$ cat src/rtl/math_acc_48.sv
// rtl/math_acc_48.sv - 48-bit frame accumulator with one partial sum per adder stage
// math_add_48 is the registered adder primitive; math_acc_48 is the top.
module math_add_48 #(
  parameter int USE_FABRIC = 0
) (
  input  logic        clk,
  input  logic        rst,
  input  logic [47:0] a,
  input  logic [47:0] b,
  input  logic        in_valid,
  input  logic [1:0]  in_tag,
  output logic [48:0] sum,
  output logic        out_valid,
  output logic [1:0]  out_tag
);
  logic [48:0] s1;
  logic        v1;
  logic [1:0]  t1;

  always_ff @(posedge clk) begin
    if (rst) begin
      s1 <= '0;
      v1 <= 1'b0;
      t1 <= '0;
    end else begin
      s1 <= {1'b0, a} + {1'b0, b};
      v1 <= in_valid;
      t1 <= in_tag;
    end
  end

  generate
    if (USE_FABRIC != 0) begin : g_fabric
      assign sum       = s1;
      assign out_valid = v1;
      assign out_tag   = t1;
    end else begin : g_dsp
      logic [48:0] s2;
      logic        v2;
      logic [1:0]  t2;
      always_ff @(posedge clk) begin
        if (rst) begin
          s2 <= '0;
          v2 <= 1'b0;
          t2 <= '0;
        end else begin
          s2 <= s1;
          v2 <= v1;
          t2 <= t1;
        end
      end
      assign sum       = s2;
      assign out_valid = v2;
      assign out_tag   = t2;
    end
  endgenerate
endmodule

module math_acc_48 #(
  parameter int USE_FABRIC = 0,
  parameter int LEN_WIDTH  = 16
) (
  input  logic                 clk,
  input  logic                 rst,
  input  logic                 start,
  input  logic [LEN_WIDTH-1:0] len,
  output logic                 busy,
  input  logic                 in_valid,
  input  logic [47:0]          in_data,
  output logic                 in_ready,
  output logic                 out_valid,
  output logic [47:0]          out_sum,
  output logic                 out_carry
);
  localparam int LAT       = (USE_FABRIC != 0) ? 1 : 2;
  localparam int CAP_PHASE = (LAT == 2) ? 2 : 0;

  typedef enum logic [2:0] {IDLE, ACCUM, DRAIN, COMBINE, DONE} state_t;
  state_t state, state_next;

  logic [LEN_WIDTH-1:0] remaining;
  logic                 lane;
  logic [1:0]           phase;
  logic [47:0]          partial [2];
  logic                 carry_flag;
  logic [47:0]          sum_r;
  logic                 carry_r;

  logic        add_valid;
  logic [1:0]  add_tag;
  logic [47:0] add_a, add_b;
  logic [48:0] res;
  logic        res_valid;
  logic [1:0]  res_tag;
  logic        accept, capture;
  logic [47:0] fwd0, fwd1;

  assign accept  = (state == ACCUM) && in_valid;
  assign capture = (state == COMBINE) && (phase == CAP_PHASE[1:0]);

  // A lane's newest sum may still sit on the adder output, one cycle before it reaches partial.
  assign fwd0 = (res_valid && res_tag == 2'b00) ? res[47:0] : partial[0];
  assign fwd1 = (res_valid && res_tag == 2'b01) ? res[47:0] : partial[1];

  always_comb begin
    state_next = state;
    add_valid  = 1'b0;
    add_tag    = 2'b00;
    add_a      = fwd0;
    add_b      = in_data;
    case (state)
      IDLE:    if (start) state_next = (len == '0) ? DONE : ACCUM;
      ACCUM: begin
        if (in_valid) begin
          add_valid = 1'b1;
          add_tag   = {1'b0, lane};
          add_a     = lane ? fwd1 : fwd0;
          if (remaining == LEN_WIDTH'(1)) state_next = DRAIN;
        end
      end
      DRAIN:   state_next = COMBINE;
      COMBINE: begin
        if (LAT == 2 && phase == 2'd0) begin
          add_valid = 1'b1;
          add_tag   = 2'b10;
          add_a     = fwd0;
          add_b     = fwd1;
        end
        if (capture) state_next = DONE;
      end
      DONE:    state_next = IDLE;
      default: state_next = IDLE;
    endcase
  end

  always_ff @(posedge clk) begin
    if (rst) begin
      state      <= IDLE;
      remaining  <= '0;
      lane       <= 1'b0;
      phase      <= '0;
      partial[0] <= '0;
      partial[1] <= '0;
      carry_flag <= 1'b0;
      sum_r      <= '0;
      carry_r    <= 1'b0;
    end else begin
      state <= state_next;
      if (res_valid && !res_tag[1]) partial[res_tag[0]] <= res[47:0];
      if (res_valid) carry_flag <= carry_flag | res[48];
      if (state == IDLE && start) begin
        remaining  <= len;
        lane       <= 1'b0;
        partial[0] <= '0;
        partial[1] <= '0;
        carry_flag <= 1'b0;
        if (len == '0) begin
          sum_r   <= '0;
          carry_r <= 1'b0;
        end
      end
      if (accept) begin
        remaining <= remaining - LEN_WIDTH'(1);
        lane      <= (LAT == 2) ? ~lane : 1'b0;
      end
      phase <= (state == COMBINE) ? phase + 2'd1 : 2'd0;
      if (capture) begin
        if (LAT == 2) begin
          sum_r   <= res[47:0];
          carry_r <= carry_flag | res[48];
        end else begin
          sum_r   <= partial[0];
          carry_r <= carry_flag;
        end
      end
    end
  end

  math_add_48 #(.USE_FABRIC(USE_FABRIC)) u_add (
    .clk       (clk),
    .rst       (rst),
    .a         (add_a),
    .b         (add_b),
    .in_valid  (add_valid),
    .in_tag    (add_tag),
    .sum       (res),
    .out_valid (res_valid),
    .out_tag   (res_tag)
  );

  assign busy      = (state != IDLE);
  assign in_ready  = (state == ACCUM);
  assign out_valid = (state == DONE);
  assign out_sum   = sum_r;
  assign out_carry = carry_r;
endmodule
$ cat config.mk
export PLATFORM = sky130hd
export DESIGN_NAME = math_acc_48
export DESIGN_NICKNAME = d
export VERILOG_FILES = /design/src/rtl/math_acc_48.sv
export SDC_FILE = /design/constraint.sdc
export NUM_CORES = 1
export LEC_CHECK = 0
export ABC_AREA = 1
export CORE_MARGIN = 1.5
export CORE_UTILIZATION = 64
export CTS_BUF_LIST = sky130_fd_sc_hd__clkbuf_8 sky130_fd_sc_hd__clkbuf_16
export DETAILED_ROUTE_END_ITERATION = 6
export PLACE_DENSITY = 0.95
export SLEW_MARGIN = 10
export SYNTH_ARGS = -nofsm -noshare
export SYNTH_HDL_FRONTEND = slang
export SYNTH_SLANG_ARGS = --single-unit
export TNS_END_PERCENT = 30
$ cat constraint.sdc
create_clock -name clk -period 4.5 [get_ports clk]
set_input_delay 0.45 -clock clk [delete_from_list [all_inputs] [get_ports clk]]
set_output_delay 0.45 -clock clk [all_outputs]
set_load 0.01 [all_outputs]
# Word-level counts from Yosys, hierarchy flattened
# Memories as Yosys holds them, arrays and structs flattened.
# Index checks and enable logic that the tools add are counted.
# Widths: inputs -> output; s select.
# totals
ff_bits,176
latchBits,0
ramBits,96
romBits,0
in_bits,68
out_inout_bits,52
wordCells,103
n_memories,1
# op_classes
n_addsub,3
multipliers,0
div,0
order_cmp,0
n_eq_ne,13
shifts,0
muxes,42
bitwise_logic,11
n_reduce_logical,20
# memory_table
memory,words,width,read_ports,rd_ports_with_merged_regs,write_ports,line_no,source
partial,2,48,2,0,2,84,logic [47:0] partial [2];
# op_table
operator,count
$mux 48,13
$add 48x48->49,1
$reduce_or 48->1,1
$mux 16,2
$mux 1,18
$eq 16x1->1 const B,1
$logic_not 16->1,1
$sub 16x1->16 const B,1
$mux 3,5
$pmux 3 s4,1
$eq 3x2->1 const B,2
$logic_and 1x1->1,6
$ne 2x2->1 const B,3
$reduce_bool 2->1,3
$and 1x1->1,4
$logic_not 2->1,2
$not 1->1,4
$pmux 2 s2,1
$reduce_and 4->1,1
$reduce_or 2->1,2
$eq 3x1->1 const B,1
$eq 3x3->1 const B,1
$logic_not 3->1,1
$or 1x1->1,3
10 further kinds,11

# Depth between registers and ports, before layout
# Gate-level depths: netlist of the first run.
# logic_depth
ltp_word,11
mapped_depth,25
mapped_depth_nobuf,23

# Cells and area by module
# A second synthesis of the first run with hierarchy kept.
# hier_totals
hier_cells,2394
area_unflattened_um2,15813.9
# by_module_without_submodules
mod,n_inst,cells_per_inst,area_each_um2,seq_area_each_um2
math_acc_48,1,1212,8847.2,4324.1
math_add_48,1,1182,6966.7,2082.0

# Least setup slack after synthesis of the first run
# Ideal clock, no wire load.
# synth_timing
kind,register to register
startpoint,reg state[2]
endpoint,reg u_add.s1[32]
setup_ns,0.115
arrival_ns,2.635
required_ns,4.385
setup_slack_ns,1.750
stages_incl_launch_ff,22
n_path_buf,1
period_less_slack_ns,2.750
cell_sequence,dfxtp_1 -> inv_1 -> nand2_2 -> nor2_4 -> nand2_4 -> inv_2 -> nand2_2 -> inv_2 -> buf_2 -> o21ai_0 -> ha_1 -> fa_1 -> nand3_1 -> nand3_1 -> nand2_1 -> nand2_1 -> nand2_1 -> nand3_1 -> nand2_1 -> nand3_1 -> nand2_1 -> nor2_1
# synth_via
elab_chain_len,3
word_cells_on_any_way,5
cone_classes,1 x add/sub; 2 x eq/ne; 2 x mux
# synth_lines
element,line_no,source
from (decl),79,"state_t state, state_next;"
from (signal assigned),148,state <= state_next;
$eq 3x1->1,-,
net in_ready,70,"output logic in_ready,"
$mux 48,-,
$add 48x48->49,26,"s1 <= {1'b0, a} + {1'b0, b};"
to (signal assigned),26,
to (decl),16,logic [48:0] s1;
# The timed path passes the listed nets, and every way through them passes these cells.
# A chain may end at the register's enable or synchronous reset.

# Worst setup path after layout of the first run
# layout_timing
startpoint,reg state[2]
endpoint,reg u_add.s1[31]
# layout_via
elab_chain_len,3
word_cells_on_any_way,5
cone_classes,1 x add/sub; 2 x eq/ne; 2 x mux
# layout_lines
element,line_no,source
$eq 3x1->1 / $eq 3x2->1 (equally long branches),111,case (state)
$mux 48 (on tied branches),-,
$add 48x48->49 *,26,
# Every way passes the cells marked *; elsewhere a longest branch is shown, timed or not.

==> results of run 1 <==
==> path summary, 6_finish.rpt <==
| kind | start | end | slack [ns] | depth (start not counted) |
|---|---|---|---|---|
| setup / recovery | state[2]$_SDFFE_PP0P_ | u_add.s1[31]$_SDFF_PP0_ | 0.45 | 20 |
| hold / removal | rst | remaining[5]$_SDFFE_PP0P_ | 0.39 | 2 |
| setup reg to reg | state[2]$_SDFFE_PP0P_ | u_add.s1[31]$_SDFF_PP0_ | 0.45 | 20 |
| hold reg to reg | u_add.s1[20]$_SDFF_PP0_ | u_add.sum[20]$_SDFF_PP0_ | 0.40 | 2 |
==> power breakdown <==
part	internal [W]	total, W	switching, W
combinational	0.000946	0.00311	0.00216
sequential	0.00301	0.00322	0.000209
clock	0.00136	0.00236	0.00100
==> layout make-up <==
cell class                      count  area (µm²)
Multi-Input combinational cell   1632        7437
Sequential cell                   272        6406
Fill cell                        1869        6225
Inverter                          375        1408
Timing Repair Buffer              136        1366
Clock buffer                       32       789.5
Tap cell                          324       405.4
Clock inverter                     20       140.1
==> registers in the layout, indices dropped and copies added, names as in the netlist <==
signal           count
carry_flag           1
remaining           16
u_add.out_valid      1
lane                 1
phase                2
u_add.out_tag        2
u_add.v1             1
partial             96
u_add.sum           49
out_carry            1
state                3
u_add.s1            49
out_sum             48
u_add.t1             2
==> worst reg2reg max path: stages (launching register included) <==
cell and delay [ns]:
dfxtp_1 0.34, inv_1 0.09, nand2_2 0.08, nor2_4 0.17, nand2_4 0.16, inv_2 0.23
nand2_2 0.12, inv_2 0.40, buf_4 0.28, o21ai_0 0.11, ha_1 0.40, nand2_1 0.11
nand3_1 0.21, nand2_1 0.12, nand2_1 0.15, nand2_1 0.10, nand2_1 0.15, a21oi_1 0.45
nand2_1 0.12, nand2_1 0.09, nor2_1 0.05
==> cells in the final DEF, fill, tap and decap left out, types with 3 or more instances in the layout <==
master             n
nand2_1          818
inv_1            381
nor2_1           286
dfxtp_1          176
o21ai_0          156
clkdlybuf4s50_1  118
a21oi_1          116
edfxtp_1          96
nand3_1           58
ha_1              52
nor2_2            35
clkbuf_16         31
o21ai_1           21
nand2_2           19
buf_4             14
nand4_1           12
nor3_1             9
a21oi_2            9
inv_2              7
a31oi_1            6
xor2_1             5
xnor2_1            4
buf_12             4
nor2_4             3
o21a_1             3
o21bai_1           3
==> metal layers <==
| layer | global-route usage, % | wire length (µm) | vias to the layer above |
|---|---|---|---|
| li1 | - | - | 7448 |
| met1 | 50.25 | 19810 | 7029 |
| met2 | 60.42 | 21890 | 846 |
| met3 | 6.753 | 4812 | 110 |
| met4 | 11.45 | 1444 | 0 |
| met5 | 0 | 0 | - |
==> cells by family after synthesis <==
kind of cell / after synthesis / synth area share [%]
compound gates: 323 / 10.87
fa+ha+maj: 53 / 4.267
simple gates: 1247 / 31.57
buf+inv: 458 / 12.04
flops: 272 / 40.76
xor+xnor: 9 / 0.5015
==> per-stage QoR <==
step                      instance area (µm²)  std cells  util [%]
after global routing                    17950       2791     74.25
after CTS                               17950       2791     74.25
after floorplan                         15720       2362         -
final                                   17950       2791     74.25
after detailed placement                17020       2739     70.41
after global placement                  17020       2739     70.41
==> run metrics, run 1 <==
Post-CTS Resized=0; crit start category=flip-flop; dominant cells by area after synthesis=dfxtp_1, nand2_1, edfxtp_1, inv_1, nor2_1; global route overflow=0; MaxCap Viol Count=0; Pre-Repair DR Iteration Count=6; Synth cell types=37; # hold bufs at CTS=0; delay-heaviest family, CP=simple AND/OR/NAND/NOR gates; status=complete, no violations; die area=25510 µm²; DRC=0; number of global-route vias before repair=14360; Site Rows=57; Final Setup Violations=0; FFs w/ async S/R, synth=0%; Final Worst Setup Slack=0.4511 ns; Seq cells post-synth=272; Synth top area share=22.42%; GRT Util Overall=37.06%; critical path required time=4.95 ns; TritonCTS buffer count=29; RSZ-0062 raised after global routing=false; Final Skew=0.01483 ns; ys flop type=dfxtp_1; vias post-DR=15430; Slowest-stage cell, CP=a21oi_1; antenna-violating nets left=0; DRT Wirelength=47960 µm; post-synthesis sequential area ratio=40.76%; pre-CTS setup slack=0.3264 ns; CTS Sinks=272; final RePlAce weighted congestion=1.020; Yosys warnings=0; hold crit path type=input pin to flip-flop; top-count cell post-synth=nand2_1; crit end category=flip-flop; # diodes=0; Chip Height=159.7 µm; initial antenna violation count=0; first-pass GRT wire length=75030 µm; worst hold margin=0.3880 ns; dpl hpwl=34820 µm; initial drt markers=1891; Final period util=89.97%; Die W=159.7 µm; largest net degree at the start of global routing=74; Core Area=24180 µm²; worst stage delay on the critical path=0.45 ns; Max IR drop VDD=0.3591 mV; Power, Total=0.008683 W; CP Cell Sequence=inv_1 -> nand2_2 -> nor2_4 -> nand2_4 -> inv_2 -> nand2_2 -> inv_2 -> buf_4 -> o21ai_0 -> ha_1 -> nand2_1 -> nand3_1 -> nand2_1 -> nand2_1 -> nand2_1 -> nand2_1 -> a21oi_1 -> nand2_1 -> nand2_1 -> nor2_1; via/cell ratio=5.530; Wirelength per Cell=17.18 µm; cell mode on critical path=nand2_1; Clk Latency, worst-skew pair=0.56 ns; TNS Setup=0 ns; fraction of layout cells with a size suffix above 1=5.432%; Clk pin slew, worst setup/hold paths=0.06 ns; Pins Over Slew Limit=0; CP max FO=29; nets@finish=2567; post-layout minimum cycle time=4.049 ns; Ports=120; total setup buffers inserted after CTS=0; Fin. Hold Viols=0; Syn Nets=2483; worst path buffer plus inverter count=4; clock root cell=clkbuf_16; EDFF count, synth=96; slew margin rel.=17.58%; mean area per synthesized cell=6.654 µm²; Initial Utilization=65.01%; Area Growth Syn to Fin=14.22%; power density over the cells=483.7 nW/µm²; Syn Inst Count=2362; CTS tree=yes; Worst Path Class, Setup=flip-flop to flip-flop; Yosys top cell by area=dfxtp_1; P_leak=8.226 nW; I/O Buffers=119; Tightest Pin Transition=1.233 ns; Worst Path Arrival=4.50 ns; CTS Buffer Depth=3; H-tree depth reported by CTS=1; synth cell count leaders=nand2_1, inv_1, nor2_1; Max Fclk=247.0 MHz; synthesized cell area=15720 µm²
No activity file was read; power rests on OpenSTA's default activity.
==> run 2, diff against run 1 <==
--- a/config.mk
+++ b/config.mk
@@ -6,10 +6,12 @@
 export NUM_CORES = 1
 export LEC_CHECK = 0
 export ABC_AREA = 1
+export CAP_MARGIN = 20
 export CORE_MARGIN = 1.5
 export CORE_UTILIZATION = 64
 export CTS_BUF_LIST = sky130_fd_sc_hd__clkbuf_8 sky130_fd_sc_hd__clkbuf_16
 export DETAILED_ROUTE_END_ITERATION = 6
+export GPL_ROUTABILITY_DRIVEN = 1
 export PLACE_DENSITY = 0.95
 export SLEW_MARGIN = 10
 export SYNTH_ARGS = -nofsm -noshare
==> run 2 against run 1 <==
Net effect:
- die area unchanged
- power decreased by 0.10%
- sequential cell count unchanged
- clock-buffer cell count increased by 1
- critical endpoint is now u_add.s1[33]$_SDFF_PP0_
- highest routed layer unchanged
==> run metrics, run 2 (synthesis results as in run 1) <==
status=complete, no violations; Worst Path Arrival=4.46 ns; critical path required time=4.98 ns; power density over the cells=482.5 nW/µm²; post-layout minimum cycle time=3.982 ns; I/O Buffers=119; initial drt markers=2040; CTS Sinks=272; pre-CTS setup slack=0.3273 ns; Core Area=24180 µm²; total setup buffers inserted after CTS=0; placed cell areas=17040 µm²; final RePlAce weighted congestion=1.020; DRT Wirelength=47820 µm; hold crit path type=input pin to flip-flop; Tightest Pin Transition=0.9886 ns; vias post-DR=15600; GRT Util Overall=37.11%; global route overflow=0; initial antenna violation count=0; largest reg by FF count=partial; Clk Latency, worst-skew pair=0.56 ns; Final Setup Violations=0; Site Rows=57; Pins Over Slew Limit=0; CTS tree=yes; Area Growth Syn to Fin=14.38%; via/cell ratio=5.584; dpl hpwl=34940 µm; antenna-violating nets left=0; most frequent cells in the layout=nand2_1, inv_1, nor2_1, dfxtp_1, o21ai_0; CTS Buffer Depth=3; Max IR drop VDD=0.3825 mV; Pre-Repair DR Iteration Count=5; CP max FO=29; TritonCTS buffer count=29; RSZ-0062 raised after global routing=false; Max Fclk=251.2 MHz; Ports=120; crit end category=flip-flop; DRC=0; # diodes=0; largest net degree at the start of global routing=74; Final Skew=0.01874 ns; Chip Height=159.7 µm; most common cell after layout, fill and taps aside=nand2_1; P_leak=8.206 nW; clock root cell=clkbuf_16; fraction of layout cells with a size suffix above 1=5.870%; crit start category=flip-flop; Post-CTS Resized=0; Power, Total=0.008674 W; # hold bufs at CTS=0; max FFs per register=96; slew margin rel.=34.09%; Initial Utilization=65.01%; Worst Path Class, Setup=flip-flop to flip-flop; MaxCap Viol Count=0; nets@finish=2568; Wirelength per Cell=17.11 µm; Die W=159.7 µm; Final period util=88.48%; Design Area, Final=17980 µm²; Final Worst Setup Slack=0.5184 ns; TNS Setup=0 ns; Clk pin slew, worst setup/hold paths=0.06 ns; die area=25510 µm²; Fin. Hold Viols=0; H-tree depth reported by CTS=1; first-pass GRT wire length=74820 µm; number of global-route vias before repair=14310
run 2: changes by cell type in the layout (fill, tap and decap cells not counted), sizes merged:
cell      delta
buf          +1
bufinv       -1
clkbuf       +1
clkinv       +5
clkinvlp     +3
inv          -6
run 2: worst paths after layout:
| check | end | slack (ns) | cells after the start | startpoint |
|---|---|---|---|---|
| max | u_add.s1[33]$_SDFF_PP0_ | 0.52 | 20 | state[2]$_SDFFE_PP0P_ |
| min reg2reg | u_add.sum[20]$_SDFF_PP0_ | 0.40 | 2 | u_add.s1[20]$_SDFF_PP0_ |
| min | remaining[5]$_SDFFE_PP0P_ | 0.39 | 2 | rst |
| max reg2reg | u_add.s1[33]$_SDFF_PP0_ | 0.52 | 20 | state[2]$_SDFFE_PP0P_ |
run 2: critical path, stage by stage, from the launching register on:
cell     delay, ns
dfxtp_1       0.34
inv_1         0.09
nand2_2       0.08
nor2_4        0.16
nand2_4       0.15
inv_2         0.23
nand2_2       0.12
inv_2         0.40
buf_4         0.28
o21ai_0       0.12
ha_1          0.38
nand2_1       0.11
nor2_1        0.26
nand3_1       0.11
nand3_1       0.31
nand2_1       0.09
nand2_1       0.19
nand2_1       0.15
nand3_1       0.10
nand2_1       0.05
nor2_1        0.15
run 2: area by class of cell:
class	count	area, µm²
Clock inverter	21	148.9
Timing Repair Buffer	137	1381
Clock buffer	33	792.0
Multi-Input combinational cell	1632	7437
Sequential cell	272	6406
Fill cell	1872	6198
Inverter	375	1408
Tap cell	324	405.4
run 2: power breakdown:
part / internal, W / switching (W)
clock network: 0.00133 / 0.00103
registers: 0.00301 / 0.000208
logic: 0.000946 / 0.00216
run 2: through the flow:
stage               cells  util [%]  hold slack [ns]
finish               2794     74.36           0.3889
global route         2794     74.36           0.4162
CTS                  2794     74.36           0.3881
detailed placement   2740     70.47           0.3957
global placement     2739     70.41           0.3894
floorplan            2362         -           0.3883
run 2: per-layer routing:
metal / up-vias / GRT usage, % / share of wire [%]
met5: - / 0 / 0
li1: 7445 / - / -
met4: 0 / 12.09 / 3.4
met2: 871 / 60.56 / 45
met1: 7156 / 50.72 / 41
met3: 131 / 5.636 / 10
